`src/rtl/input_router_vc.sv`:
```
// Input-port router for one NoC port: XY/YX route decode on head flits, per-VC open
// routes for body/tail flits, protocol-error detection and a one-deep registered output.
module input_router_vc #(
    parameter int FLIT_WIDTH  = 37,
    parameter int NUM_VC      = 3,
    parameter int X_WIDTH     = 2,
    parameter int Y_WIDTH     = 2,
    parameter int ROUTER_X    = 0,
    parameter int ROUTER_Y    = 0,
    parameter int ROUTING_ALG = 0,
    parameter int ERR_CNT_W   = 8,
    localparam int VC_W       = (NUM_VC > 1) ? $clog2(NUM_VC) : 1
) (
    input  logic                  clk,
    input  logic                  arst,
    input  logic                  flit_valid_i,
    output logic                  flit_ready_o,
    input  logic [FLIT_WIDTH-1:0] flit_i,
    output logic                  out_valid_o,
    input  logic                  out_ready_i,
    output logic [FLIT_WIDTH-1:0] flit_o,
    output logic [VC_W-1:0]       vc_o,
    output logic [4:0]            router_port_o,
    output logic                  err_o,
    output logic [ERR_CNT_W-1:0]  err_cnt_o
);

    typedef enum logic [1:0] {
        FT_HEAD      = 2'd0,
        FT_BODY      = 2'd1,
        FT_TAIL      = 2'd2,
        FT_HEAD_TAIL = 2'd3
    } flit_type_e;

    localparam logic [4:0] PORT_N = 5'b00001;
    localparam logic [4:0] PORT_S = 5'b00010;
    localparam logic [4:0] PORT_W = 5'b00100;
    localparam logic [4:0] PORT_E = 5'b01000;
    localparam logic [4:0] PORT_L = 5'b10000;

    localparam int X_LSB = FLIT_WIDTH - 2 - X_WIDTH;
    localparam int Y_LSB = X_LSB - Y_WIDTH;
    localparam logic [X_WIDTH-1:0] RX       = X_WIDTH'(ROUTER_X);
    localparam logic [Y_WIDTH-1:0] RY       = Y_WIDTH'(ROUTER_Y);
    localparam logic [VC_W:0]      NUM_VC_L = (VC_W+1)'(NUM_VC);

    // Dimension-order route: the first dimension with a non-zero offset wins, else Local.
    function automatic logic [4:0] compute_route(input logic [X_WIDTH-1:0] x,
                                                 input logic [Y_WIDTH-1:0] y);
        logic [4:0] x_port;
        logic [4:0] y_port;
        logic [4:0] first_port;
        logic [4:0] second_port;
        x_port = (x > RX) ? PORT_E : ((x < RX) ? PORT_W : 5'b00000);
        y_port = (y > RY) ? PORT_S : ((y < RY) ? PORT_N : 5'b00000);
        if (ROUTING_ALG == 0) begin
            first_port  = x_port;
            second_port = y_port;
        end else begin
            first_port  = y_port;
            second_port = x_port;
        end
        if (first_port != 5'b00000) begin
            return first_port;
        end else if (second_port != 5'b00000) begin
            return second_port;
        end else begin
            return PORT_L;
        end
    endfunction

    flit_type_e          type_s;
    logic [X_WIDTH-1:0]  x_s;
    logic [Y_WIDTH-1:0]  y_s;
    logic [VC_W-1:0]     vc_s;
    logic                vc_ok_s;
    logic                accept_s;
    logic [4:0]          route_s;
    logic                open_cur_s;
    logic [4:0]          port_cur_s;
    logic                fwd_s;
    logic                err_s;
    logic [4:0]          port_sel_s;

    logic [NUM_VC-1:0]   open_r;
    logic [4:0]          port_r [NUM_VC];

    assign type_s       = flit_type_e'(flit_i[FLIT_WIDTH-1 -: 2]);
    assign x_s          = flit_i[X_LSB +: X_WIDTH];
    assign y_s          = flit_i[Y_LSB +: Y_WIDTH];
    assign vc_s         = flit_i[VC_W-1:0];
    assign vc_ok_s      = ({1'b0, vc_s} < NUM_VC_L);
    assign flit_ready_o = ~out_valid_o | out_ready_i;
    assign accept_s     = flit_valid_i & flit_ready_o;
    assign route_s      = compute_route(x_s, y_s);
    assign open_cur_s   = vc_ok_s ? open_r[vc_s] : 1'b0;
    assign port_cur_s   = vc_ok_s ? port_r[vc_s] : 5'b00000;

    // Classify the incoming flit: forward or drop, error or not, and which port it goes to.
    always_comb begin
        fwd_s      = 1'b0;
        err_s      = 1'b0;
        port_sel_s = 5'b00000;
        if (!vc_ok_s) begin
            err_s = 1'b1;
        end else begin
            case (type_s)
                FT_HEAD, FT_HEAD_TAIL: begin
                    fwd_s      = 1'b1;
                    err_s      = open_cur_s;
                    port_sel_s = route_s;
                end
                FT_BODY, FT_TAIL: begin
                    fwd_s      = open_cur_s;
                    err_s      = ~open_cur_s;
                    port_sel_s = port_cur_s;
                end
                default: begin
                    err_s = 1'b1;
                end
            endcase
        end
    end

    // Per-VC route table: heads open/overwrite, a tail on an open route closes it.
    always_ff @(posedge clk or negedge arst) begin
        if (!arst) begin
            open_r <= '0;
            for (int v = 0; v < NUM_VC; v++) begin
                port_r[v] <= 5'b00000;
            end
        end else if (accept_s && vc_ok_s) begin
            case (type_s)
                FT_HEAD: begin
                    open_r[vc_s] <= 1'b1;
                    port_r[vc_s] <= route_s;
                end
                FT_TAIL: begin
                    if (open_cur_s) begin
                        open_r[vc_s] <= 1'b0;
                    end
                end
                default: begin
                end
            endcase
        end
    end

    // Output stage: load on a forwarded accept, hold under backpressure, empty on a pop.
    always_ff @(posedge clk or negedge arst) begin
        if (!arst) begin
            out_valid_o   <= 1'b0;
            flit_o        <= '0;
            vc_o          <= '0;
            router_port_o <= 5'b00000;
        end else if (accept_s && fwd_s) begin
            out_valid_o   <= 1'b1;
            flit_o        <= flit_i;
            vc_o          <= vc_s;
            router_port_o <= port_sel_s;
        end else if (out_ready_i) begin
            out_valid_o   <= 1'b0;
            router_port_o <= 5'b00000;
        end
    end

    // Error pulse and saturating error count.
    always_ff @(posedge clk or negedge arst) begin
        if (!arst) begin
            err_o     <= 1'b0;
            err_cnt_o <= '0;
        end else begin
            err_o <= accept_s & err_s;
            if (accept_s && err_s && (err_cnt_o != {ERR_CNT_W{1'b1}})) begin
                err_cnt_o <= err_cnt_o + ERR_CNT_W'(1);
            end
        end
    end

endmodule

```
`config.mk`:
```
export PLATFORM = sky130hd
export DESIGN_NAME = input_router_vc
export DESIGN_NICKNAME = d
export VERILOG_FILES = /design/src/rtl/input_router_vc.sv
export SDC_FILE = /design/constraint.sdc
export NUM_CORES = 1
export LEC_CHECK = 0
export ABC_AREA = 1
export BUFFER_PORTS_ARGS = -buffer_cell sky130_fd_sc_hd__clkbuf_2
export CORE_ASPECT_RATIO = 1.1
export CORE_MARGIN = 3
export CORE_UTILIZATION = 35
export CTS_BUF_LIST = sky130_fd_sc_hd__clkbuf_4 sky130_fd_sc_hd__clkbuf_8
export CTS_CLUSTER_SIZE = 8
export DETAILED_ROUTE_END_ITERATION = 8
export SLEW_MARGIN = 0
export SYNTH_ARGS = -nofsm -noshare
export SYNTH_HDL_FRONTEND = slang
export SYNTH_SLANG_ARGS = --single-unit
```
`constraint.sdc`:
```
create_clock -name clk -period 1.4 [get_ports clk]
set_input_delay 0.07 -clock clk [delete_from_list [all_inputs] [get_ports clk]]
set_output_delay 0.07 -clock clk [all_outputs]
set_load 0.02 [all_outputs]
```
==> impl_results.md <==
* WP data arrival at between 1.5 and 2 ns
* DR pass1 iterations at 4
* Cell count of the worst reg-to-reg path at 11
* Slack of the critical path at -0.09191 ns
* Die area at approximately 9200 sq um
* Synth-to-Final Area Change at 47.08%
* Power Density at between 1500 and 2000 nW/um^2
* Drt drc at 0
* Flop2flop setup slack at -0.09 ns
* Critical path endpoint category: register
* Final cycle utilization of the critical path at 106.6%
* Post-synthesis sequential area ratio at around 55%
* Maximum clock rate at 670.3 MHz
* Worst hold path type: input pin to register
* Core Region at ~7600 sq um
* Half-perimeter wire length after placement at 4.627 mm
* Io pins at 96
* H-tree depth at 3
* CTS tree: yes
* Hold Fails Final Rpt at 0
* Hold Path Origin: flit_i[33]
* Final min period at 1.492 ns
* Gr usage total at about 16%
* Initial DRC count at around 130
* Largest net degree at the start of global routing at 63
* Hold_ws at roughly 0.022 ns
* Die height at 100.2 microns
* Worst path most repeated cell: nand2_1
* Synth top area share at ~55%
* Slew Viols, Final at 0
* Antenna Nets Post-Route at 0
* Endpoints failing setup at 48
* Worst path max stage delay at roughly 0.34 ns
* Layout fillers at roughly 720
* Via count at between 2000 and 3000
* CP bufs+invs at 3
* Synth async-reset ratio at 100.0%
* Number of global-route vias before repair at 2619
* Yosys reg bits at 62
* Unique masters post-synth at 28
* Failing checks: negative setup slack
* CTS Root Cell: clkbuf_8
* Post-synth EDFFs at 0
* Worst R2R End: flit_o[30]
* Cell family with most CP delay: simple AND/OR/NAND/NOR gates
* Worst path cell trace: nand2_1 -> nand2_1 -> nand2_2 -> and2_4 -> ha_4 -> inv_2 -> nand4_4 -> inv_4 -> clkbuf_16 -> nand2_1 -> nand2_1
* Worst Setup Path Type: register to register
* Element type at the critical path start: register
* Required time worst endpoint at approximately 1.7 ns
* Vias/cell at about 4.4
* P_leak at approximately 2.3 nW
* Final Util at a little over half
* Placer Congestion at around 0.77
* Initial antenna violation count at 0
* R2r startpoint: open_r[1]
* First-pass GRT wire length at between 10 and 15 mm
* Status: finished, violations left
* CTS Buf Count at 9
* Yosys warnings at 0
* CP Max Fanout at 11
* Clk_lat worst skew at roughly 0.33 ns
* Row count at 33
* Ratio of cells with drive above 1 in the final layout at 32.16%
* Setup Skew at ~0.009 ns
* Antenna Cells at 0
* Final nets at roughly 530
* Ys flop type: dfrtp_1
* Crit path max-delay cell type: dfrtp_1
* Worst vdd ir at about 0.65 mV
* Synthesized area at roughly 2800 sq um
* GRT overflow at 0
* Commonest cells post-synth: 153 x nand2_1, 62 x dfrtp_1, 29 x inv_1, 25 x o21ai_0, 12 x nor2_1
* Leading area contributor after synthesis: dfrtp_1
* Die width at ~92 microns
* Mean post-synth cell area at roughly 8.4 sq um
* Routed wire per std cell at around 12 microns
* Synth area leaders: dfrtp_1 55%, nand2_1 20%, o21ai_0 4.4%, inv_1 3.9%, nand3_1 1.9%
* Cells on Worst Hold Path at 3
* CTS Sinks at 62
* PortBufs at 93
* Max Cap Violations at 0
* Starting Density at around 37%
* Most frequent cell after synthesis: nand2_1
* Clk slew on worst S/H paths at around 0.07 ns
* Routed WL at just under 7 mm
* RSZ-0062 raised after global routing: true
* Hold EP: flit_o[33]
* Clk buf depth at 2
* Synthesized instance count at roughly 340
-- placed cells by master (no fill, tap or decap), types with 2 or more instances in the layout --
cell type	netlist	routed
nand2_1	153	147
clkbuf_2	0	93
dfrtp_1	62	60
dlygate4sd3_1	0	31
inv_1	29	28
o21ai_0	25	22
buf_4	5	14
clkbuf_8	0	11
nor2_1	12	10
nand2_2	1	8
nand3_1	11	8
nand4_1	6	6
o21ai_1	2	5
nor2_2	2	4
a21oi_1	3	3
nand3_2	0	3
ha_1	4	3
bufinv_16	0	3
buf_12	0	3
nand2_4	2	2
inv_4	1	2
xor2_1	2	2
xnor2_1	2	2
conb_1	1	2
clkbuf_4	0	2
dfrtp_2	0	2
-- per-layer routing --
metal,GRT usage [%],vias up,share of wire [%]
met2,27.71,71,50
met5,0,-,0
met3,3.073,16,4.4
met4,7.657,0,2.5
met1,19.07,1201,43
li1,-,1326,-
-- what timing repair did --
action,in CTS,in global routing
cloned,1,1
gates resized for setup,4,13
buffers inserted,1,0
pin swaps,2,2
hold buffers,31,0
setup endpoints to repair,48,54
hold endpoints to repair,92,0
-- per-stage QoR --
stage          total power [mW]  cell area [sq um]  setup TNS [ns]  setup WS, ns  instances
4_1_cts                   6.675               4100          -3.372       -0.1097        589
5_1_grt                   7.080               4155          -8.143       -0.2125        590
2_1_floorplan             3.799               2834         -0.2815      -0.03397        339
6_report                  6.646               4155          -3.457      -0.09191        590
3_5_place_dp              4.546               3500          -3.826       -0.1108        540
3_3_place_gp              4.508               3500          -3.094      -0.08283        540
-- final cells by class --
class                      instances  area (sq um)  area share (%)
clock buffer                      13         166.4           4.005
clock inverter                     3         90.09           2.168
inverter                          31         121.4           2.921
multi-input combinational        234          1126           27.10
sequential                        62          1554           37.40
tap                              105         131.4           3.162
timing repair buffer             142         965.9           23.25
-- tightest hold or removal path, stage by stage --
cell,delay [ns]
clkbuf_2,0.08
inv_1,0.07
o21ai_0,0.09
-- sequential cells by signal, summed over array words and instances, names as in the netlist --
signal and flops:
flit_o 37, out_valid_o 1, router_port_o 3, open_r 3
err_o 1, err_cnt_o 8, port_r 9
-- how the worst max path moves through the flow --
stage | cells past startpoint | slack (ns) | from | end
after floorplan | 11 | -0.03 | open_r[1] | flit_o[15]
after global placement | 11 | -0.08 | open_r[1] | flit_o[27]
after detailed placement | 11 | -0.11 | open_r[1] | flit_o[18]
after CTS | 10 | -0.11 | open_r[1] | router_port_o[3]
after global routing | 10 | -0.21 | open_r[1] | router_port_o[1]
final | 11 | -0.09 | open_r[1] | flit_o[30]
-- cells by family (layout without fill, tap and decap cells) --
kind of cell	after synthesis	count (layout)	synth area share, %
simple gates	192	193	28.70
fa+ha+maj	4	4	1.772
xor+xnor	4	4	1.240
flops	62	62	54.92
buf+inv	44	189	7.351
other cells	1	2	0.1327
compound gates	31	31	5.890
-- power breakdown --
group	internal (mW)	switching, mW	leakage, nW
clock network	1.32	0.668	0.131
registers	2.27	0.305	0.773
logic	0.795	1.28	1.38
total	4.39	2.26	2.28
Power figures use the tool's default switching activity.
